==> config.mk <==
export PLATFORM = sky130hd
export DESIGN_NAME = snoop_bus_arbiter
export DESIGN_NICKNAME = d
export VERILOG_FILES = /design/src/rtl/snoop_bus_arbiter.sv
export SDC_FILE = /design/constraint.sdc
export NUM_CORES = 1
export LEC_CHECK = 0
export BUFFER_PORTS_ARGS = -buffer_cell sky130_fd_sc_hd__buf_2
export CAP_MARGIN = 20
export CELL_PAD_IN_SITES_DETAIL_PLACEMENT = 0
export CELL_PAD_IN_SITES_GLOBAL_PLACEMENT = 1
export CORE_UTILIZATION = 30
export CTS_CLUSTER_DIAMETER = 120
export DETAILED_ROUTE_END_ITERATION = 10
export PLACE_DENSITY_LB_ADDON = 0.25
export SYNTH_ARGS = -nofsm -noshare
export SYNTH_HDL_FRONTEND = slang
export SYNTH_SLANG_ARGS = --single-unit
==> constraint.sdc <==
create_clock -name clk -period 2.21 [get_ports clk]
set_input_delay 0.221 -clock clk [delete_from_list [all_inputs] [get_ports clk]]
set_output_delay 0.221 -clock clk [all_outputs]
set_load 0.1 [all_outputs]
==> src/rtl/snoop_bus_arbiter.sv <==
// Round-robin arbiter for a four-core snoop bus: grants one requester, broadcasts
// its command and address, collects snoop acks/shared status, then signals completion.
module snoop_bus_arbiter #(
  parameter int ADDRESSSIZE   = 32,
  parameter int SNOOP_TIMEOUT = 15
) (
  input  logic                     clk,
  input  logic                     rst_n,
  input  logic [3:0]               Bus_Req,
  input  logic [7:0]               Bus_Op,
  input  logic [4*ADDRESSSIZE-1:0] Address_Req,
  input  logic [3:0]               Snoop_Ack,
  input  logic [3:0]               Shared_In,
  output logic [3:0]               Bus_Grant,
  output logic                     BusRd,
  output logic                     BusRdX,
  output logic                     Invalidate,
  output logic [ADDRESSSIZE-1:0]   Address_Com,
  output logic                     Shared,
  output logic [3:0]               Bus_Done,
  output logic                     Snoop_Timeout
);

  localparam logic [1:0] IDLE      = 2'd0;
  localparam logic [1:0] BROADCAST = 2'd1;
  localparam logic [1:0] SNOOP     = 2'd2;
  localparam logic [1:0] DONE      = 2'd3;

  localparam logic [1:0] OP_RD  = 2'b01;
  localparam logic [1:0] OP_RDX = 2'b10;
  localparam logic [1:0] OP_INV = 2'b11;

  localparam int CW = (SNOOP_TIMEOUT < 1) ? 1 : $clog2(SNOOP_TIMEOUT + 1);
  localparam logic [CW-1:0] CNT_LIMIT = CW'(SNOOP_TIMEOUT);

  logic [1:0]             state;
  logic [1:0]             last_grant;
  logic [1:0]             win;
  logic [1:0]             op;
  logic [CW-1:0]          cnt;
  logic [3:0]             ack_sticky;
  logic                   shared_sticky;

  logic [1:0]             req_op   [4];
  logic [ADDRESSSIZE-1:0] req_addr [4];
  logic [3:0]             eligible;
  logic                   found;
  logic [1:0]             win_idx;
  logic [1:0]             idx;
  logic [3:0]             ack_next;
  logic                   shared_next;
  logic                   all_acked;

  always_comb begin
    for (int i = 0; i < 4; i++) begin
      req_op[i]   = Bus_Op[2*i +: 2];
      req_addr[i] = Address_Req[i*ADDRESSSIZE +: ADDRESSSIZE];
      eligible[i] = Bus_Req[i] && (req_op[i] != 2'b00);
    end
  end

  // NOTE: every variable gets a default before the loop so no latch is inferred.
  always_comb begin
    found   = 1'b0;
    win_idx = last_grant;
    idx     = last_grant;
    for (int i = 1; i <= 4; i++) begin
      idx = last_grant + 2'(i);
      if (!found && eligible[idx]) begin
        found   = 1'b1;
        win_idx = idx;
      end
    end
  end

  // The winner's own ack and shared line are masked out; acks this cycle count.
  always_comb begin
    ack_next    = ack_sticky | (Snoop_Ack & ~Bus_Grant);
    shared_next = shared_sticky | (|(Snoop_Ack & Shared_In & ~Bus_Grant));
    all_acked   = &(ack_next | Bus_Grant);
  end

  // NOTE: sequential state uses non-blocking assignments so all registers update together.
  always_ff @(posedge clk) begin
    if (!rst_n) begin
      state         <= IDLE;
      last_grant    <= 2'd3;
      win           <= 2'd0;
      op            <= 2'b00;
      cnt           <= '0;
      ack_sticky    <= 4'b0000;
      shared_sticky <= 1'b0;
      Bus_Grant     <= 4'b0000;
      BusRd         <= 1'b0;
      BusRdX        <= 1'b0;
      Invalidate    <= 1'b0;
      Address_Com   <= '0;
      Shared        <= 1'b0;
      Bus_Done      <= 4'b0000;
      Snoop_Timeout <= 1'b0;
    end else begin
      Bus_Done      <= 4'b0000;
      Shared        <= 1'b0;
      Snoop_Timeout <= 1'b0;
      case (state)
        IDLE: begin
          if (found) begin
            win         <= win_idx;
            op          <= req_op[win_idx];
            Bus_Grant   <= 4'b0001 << win_idx;
            BusRd       <= (req_op[win_idx] == OP_RD);
            BusRdX      <= (req_op[win_idx] == OP_RDX);
            Invalidate  <= (req_op[win_idx] == OP_INV);
            Address_Com <= req_addr[win_idx];
            state       <= BROADCAST;
          end else begin
            Bus_Grant <= 4'b0000;
          end
        end
        BROADCAST: begin
          cnt           <= '0;
          ack_sticky    <= 4'b0000;
          shared_sticky <= 1'b0;
          state         <= SNOOP;
        end
        SNOOP: begin
          ack_sticky    <= ack_next;
          shared_sticky <= shared_next;
          if (all_acked || cnt == CNT_LIMIT) begin
            BusRd         <= 1'b0;
            BusRdX        <= 1'b0;
            Invalidate    <= 1'b0;
            Bus_Done      <= Bus_Grant;
            Shared        <= (op == OP_RD) && shared_next;
            Snoop_Timeout <= !all_acked;
            state         <= DONE;
          end else begin
            cnt <= cnt + 1'b1;
          end
        end
        default: begin
          last_grant    <= win;
          ack_sticky    <= 4'b0000;
          shared_sticky <= 1'b0;
          Bus_Grant     <= 4'b0000;
          Address_Com   <= '0;
          state         <= IDLE;
        end
      endcase
    end
  end

endmodule
### Word-level counts from Yosys, hierarchy flattened

Cells that the tools add are included.

* bits in registers: 62
* bits of input ports: 150
* logic and storage cells: 114

* multiplexer cells: 40
* equal/unequal tests: 10
* magnitude comparators: 5
* shift operators: 1
* $add $sub $neg: 4
* reductions and logical operators: 30
* bitwise gates (word level): 9

Operator list (number)
* $mux W32: 3
* $bmux W32 S2: 1
* $pmux W32 S2: 1
* $pmux W4 S2: 3
* $mux W2: 8
* $and A4 B4 Y4: 3
* $lt A2 B3 Y1 const B: 4
* $mux W1: 12
* $reduce_bool A2 Y1: 6
* $bmux W1 S2: 4
* $logic_and A1 B1 Y1: 8
* $mux W4: 2
* $or A4 B4 Y4: 2
* $pmux W1 S2: 4
* $reduce_and A2 Y1: 4
* $eq A2 B1 Y1 const B: 3
* $eq A2 B2 Y1 const B: 3
* $ne A2 B2 Y1 const B: 3
* $pmux W2 S3: 1
* $reduce_and A3 Y1: 2
* $add A2 B2 Y2 const B: 2
* $add A4 B1 Y4 const B: 1
* $bmux W2 S2: 1
* $eq A4 B4 Y1 const B: 1
* 14 further kinds: 17

### Longest topological paths before layout

* depth in word-level cells: 21
* depth in mapped cells: 9
* mapped depth without buffers: 8

### Worst setup path after synthesis

No wires, ideal clock.

* kind: flip-flop to flip-flop
* start point: reg Bus_Grant[0]
* end point: reg BusRd
* cell stages (with the launch flop): 7
* path buffers: 0
* data arrival time: 2.100 ns
* setup time: 0.117 ns
* setup slack: -0.007 ns
* data required time: 2.093 ns
* cell sequence: dfxtp_1 nor3_1 nor2_1 a211oi_4 a21oi_1 o21ai_0 a32o_1

* cells in the longest elaborated chain, start to end: 8

Ends and longest elaborated chain
* from (decl): line 14 `output logic [3:0] Bus_Grant,`
* from (signal assigned): line 110 `Bus_Grant <= 4'b0001 << win_idx;`
* $not A4 Y4: line 78 `ack_next = ack_sticky | (Snoop_Ack & ~Bus_Grant);`
* $and A4 B4 Y4: line 78
* $or A4 B4 Y4: line 78
* $or A4 B4 Y4 *: line 80 `all_acked = &(ack_next | Bus_Grant);`
* $reduce_and A4 Y1 *: line 80
* $logic_or A1 B1 Y1 *: line 129 `if (all_acked || cnt == CNT_LIMIT) begin`
* $ne A2 B2 Y1 (no line) *
* $reduce_and A3 Y1 (no line) *
* to (signal assigned): line 111 `BusRd <= (req_op[win_idx] == OP_RD);`
* to (decl): line 15 `output logic BusRd,`

Every way passes the cells marked *; elsewhere a longest branch is shown, timed or not.
A chain may end at the register's enable or synchronous reset.

### Final worst setup path

* start point: reg last_grant[1]
* end point: reg Address_Com[24]

* cells in the longest elaborated chain, start to end: 19
* elaborated cells between the ends (all ways): 33
* those cells by class: 3 x add/sub; 1 x eq/ne; 21 x mux; 1 x bitwise; 7 x reduce/logical

Ends and longest elaborated chain
* from (decl): line 37 `logic [1:0] last_grant;`
* from (signal assigned): line 142 `last_grant <= win;`
* $add A2 B1 Y2: line 68 `idx = last_grant + 2'(i);`
* $bmux W1 S2: line 69 `if (!found && eligible[idx]) begin`
* $mux W1 (not written as such): line 69
* $mux W1: line 69
* $logic_not A1 Y1: line 69
* $logic_and A1 B1 Y1: line 69
* $mux W1: line 69
* $logic_not A1 Y1: line 69
* [... 2 more ...]
* $logic_not A1 Y1: line 69
* $logic_and A1 B1 Y1: line 69
* $mux W2: line 69
* $not A2 Y3 (not written as such): line 114 `Address_Com <= req_addr[win_idx];`
* $bmux W32 S2: line 114
* $mux W32 (not written as such) (2 in series): line 114
* $mux W32: line 107 `if (found) begin`
* $pmux W32 S2: line 105 `case (state)`
* to (signal assigned): line 114
* to (decl): line 18 `output logic [ADDRESSSIZE-1:0] Address_Com,`

Several ways; a longest one is shown, not always the timed one. The select of a mux whose other input is x is not followed.

==> flow_summary.yaml <==
status:
  status: "complete, no violations"
logic_synthesis:
  muxShareOfSynthArea: 0.0147
  synthesis.area_um2: 3500
  ys_warn_count: 0
  synth.largest_area_cell: "dfxtp_1"
  yosys_register_bits: 62
  synth_area_per_cell_um2: 7.46
  synth-async-reset-ratio: 0
  synth_nets: 624
  synthCells: 469
  synth_fa_ha_area_frac: 0.0179
  synth-edff-count: 0
  synth-compound-area-share: 0.204
  synth_ff_type: "dfxtp_1"
  ys_seq_area_frac: 0.355
  synth_top_family_by_area: "simple AND/OR/NAND/NOR gates"
  synth.area.top_cells: "dfxtp_1, nand2_1, nand3_1"
  synth_top_area_frac: 0.355
  synth-xor-area-share: 0.00501
  yosys.cell_types.count: 50
  yosys.area_share.simple: 0.345
setup_path:
  worstPathRequired_ns: 2.42
  cp-startpoint: "last_grant[1]$_SDFFE_PN1N_"
  crit-reg2reg-capture: "Address_Com[24]$_SDFFE_PN0P_"
  cp_max_fo: 17
  crit_chain: "o211a_1 > o32a_1 > and2_1 > buf_4 > nand3_1 > a32o_1"
  reg2reg_from: "last_grant[1]$_SDFFE_PN1N_"
  critical_path_class: "reg -> reg"
  slowest_delay_ns: 0.53
  cpMaxStageDelayCell: "dfxtp_1"
  startpoint_type: "flop"
  r2r_cells: 6
  cp-end-kind: "flop"
  cp.arrival_ns: 2.23
  rrSetupSlack_ns: 0.19
min_path:
  hold_class: "in -> reg"
  min_path_cells: 3
  min_from: "Snoop_Ack[3]"
  whs_endpoint: "ack_sticky[3]$_SDFFE_PN0N_"
power_and_ir_drop:
  power.density_nw_per_um2: 1420
  p_leak_nw: 2.38
  switching_power_w: 0.00369
  clockPowerShare: 0.207
  seqPwrFrac: 0.236
  p_int_w: 0.00327
  netSwitchingFraction: 0.530
  comb_power_share: 0.558
  total_power_w: 0.00696
  peakVddDrop_mv: 0.503
floorplanning:
  start_util: 0.308
  fp.dieW_um: 110
  dieArea_um2: 12100
  die_h_um: 110
  core_um2: 11400
  rows: 39
  io_pins: 195
global_route:
  grt.overflow.total: 0
  gr-usage-all-layers: 0.189
  antenna_found_initial: 0
  grt_pass1_vias: 3785
  grt_pass1_wl_um: 18000
  grt_max_degree: 55
routing:
  drc: 0
  drt-initial-drc-count: 204
  drt_wl_total_um: 11400
  post_drt_wl_per_cell_um: 14.3
  vias_per_cell: 4.99
  ant_nets: 0
  first_pass_iters: 4
  vias: 4000
cells_and_area:
  drive_above_1_share: 0.361
  diodes: 0
  nNetsFinal: 809
  area_delta_synth_final_pct: 40.1
  final_cell_mix: "buf_2, nand2_1, nand3_1"
  final_common_cell: "buf_2"
clock_tree:
  cts.sinks: 62
  clockBufferDepth: 2
  cts_root_buf: "clkbuf_16"
  numCtsBuffers: 9
  path_clk_slew_ns: 0.06
  post_cts_buffers: 0
  clock_latency_ns: 0.32
  hold_buffers: 0
  ctsResizeCount: 0
  cts_tree: "built"
  htreeDepth: 3
placement:
  dp_slack_ns: 0.146
  io_buffers: 194
  finalWeightedCongestion: 0.855
  post-dp-hpwl_um: 8860
timing:
  timing.final.crit_share: 0.912
  final-hold-violation-count: 0
  slew_violations: 0
  tightest_slew_ns: 0.511
  relSlewSlack: 0.655
  skew_ns: 0.00760
  setup_tns_ns: 0
  finalWorstSetupSlack_ns: 0.194
  setup_viol: 0
  rsz0062_at_grt: "false"
  finalCriticalPeriod_ns: 2.02
  max_freq_mhz: 496
run:
  max_cap_violations: 0
## metal layers
layer  share of wire  track usage  up-vias  routed length, µm
met4           0.012       0.0400        0                138
met2            0.49        0.317      142               5660
met1            0.43        0.238     1824               4900
met3           0.065       0.0575        9                744
met5               0            0        -                  0
li1                -            -     2025                  -
## critical path: cells and delay by family, from the launching register on
kind	cells	cell delay (ns)
simple gates	2	0.40
compound gates	3	0.67
buf+inv	1	0.30
flops	1	0.53
## cells by family after synthesis
logic type,Yosys count
AO/OA/AOI/OAI,80
XOR/XNOR,2
adder cells (fa/ha/maj),5
buffers and inverters,41
flip-flops,62
multiplexers,5
AND/OR/NAND/NOR,274
## worst max-delay path by stage
stage | end | slack (ns)
6_report | Address_Com[24]$_SDFFE_PN0P_ | 0.19
3_5_place_dp | Address_Com[17]$_SDFFE_PN0P_ | 0.15
3_3_place_gp | Address_Com[17]$_SDFFE_PN0P_ | 0.18
2_1_floorplan | BusRd$_SDFFE_PN0P_ | 0.007
5_1_grt | Address_Com[24]$_SDFFE_PN0P_ | 0.005
4_1_cts | Address_Com[17]$_SDFFE_PN0P_ | 0.18
## stage by stage
stage	cell area [µm²]	util	std cells	hold WS, ns
floorplan	3500	-	469	0.381
global placement	4590	0.404	786	0.437
detailed placement	4590	0.404	786	0.430
CTS	4900	0.431	802	0.173
global route	4900	0.431	802	0.217
finish	4900	0.431	802	0.184
## synthesized netlist by cell type (all sizes together) (2+ instances only)
cell,count
nor3b,3
nand3b,2
buf,19
inv,8
o211ai,2
nand2b,3
and3,2
a211oi,3
ha,5
a32oi,3
nor3,7
a21oi,7
dfxtp,62
a22oi,3
clkbuf,14
nor2,22
a31oi,2
mux2i,4
a32o,33
nor2b,9
nand3,70
and2,6
xor2,2
nand2,148
o21ai,14
## layout make-up
cell class                      instances  area (µm²)
Fill cell                            1193        6470
Tap cell                              143         179
Inverter                                8        30.0
Timing Repair Buffer                  207        1080
Multi-Input combinational cell        366        2060
Sequential cell                        62        1240
Clock buffer                           10         239
Clock inverter                          6        68.8
## power by group through the flow
| stage | Clock (W) | Combinational (W) | Sequential [W] |
|---|---|---|---|
| 6_report | 0.00144 | 0.00388 | 0.00164 |
| 5_1_grt | 0.00153 | 0.00415 | 0.00168 |
| 4_1_cts | 0.00148 | 0.00392 | 0.00164 |
| 3_5_place_dp | 0 | 0.00392 | 0.00166 |
| 3_3_place_gp | 0 | 0.00392 | 0.00165 |
| 2_1_floorplan | 0 | 0.00135 | 0.00339 |
## state kept, by name, indices dropped and copies added (netlist names), 4 cells and up
register / flops
Address_Com: 32
Bus_Done: 4
Bus_Grant: 4
ack_sticky: 4
cnt: 4
Note: power is estimated with default switching activity, not from simulation.
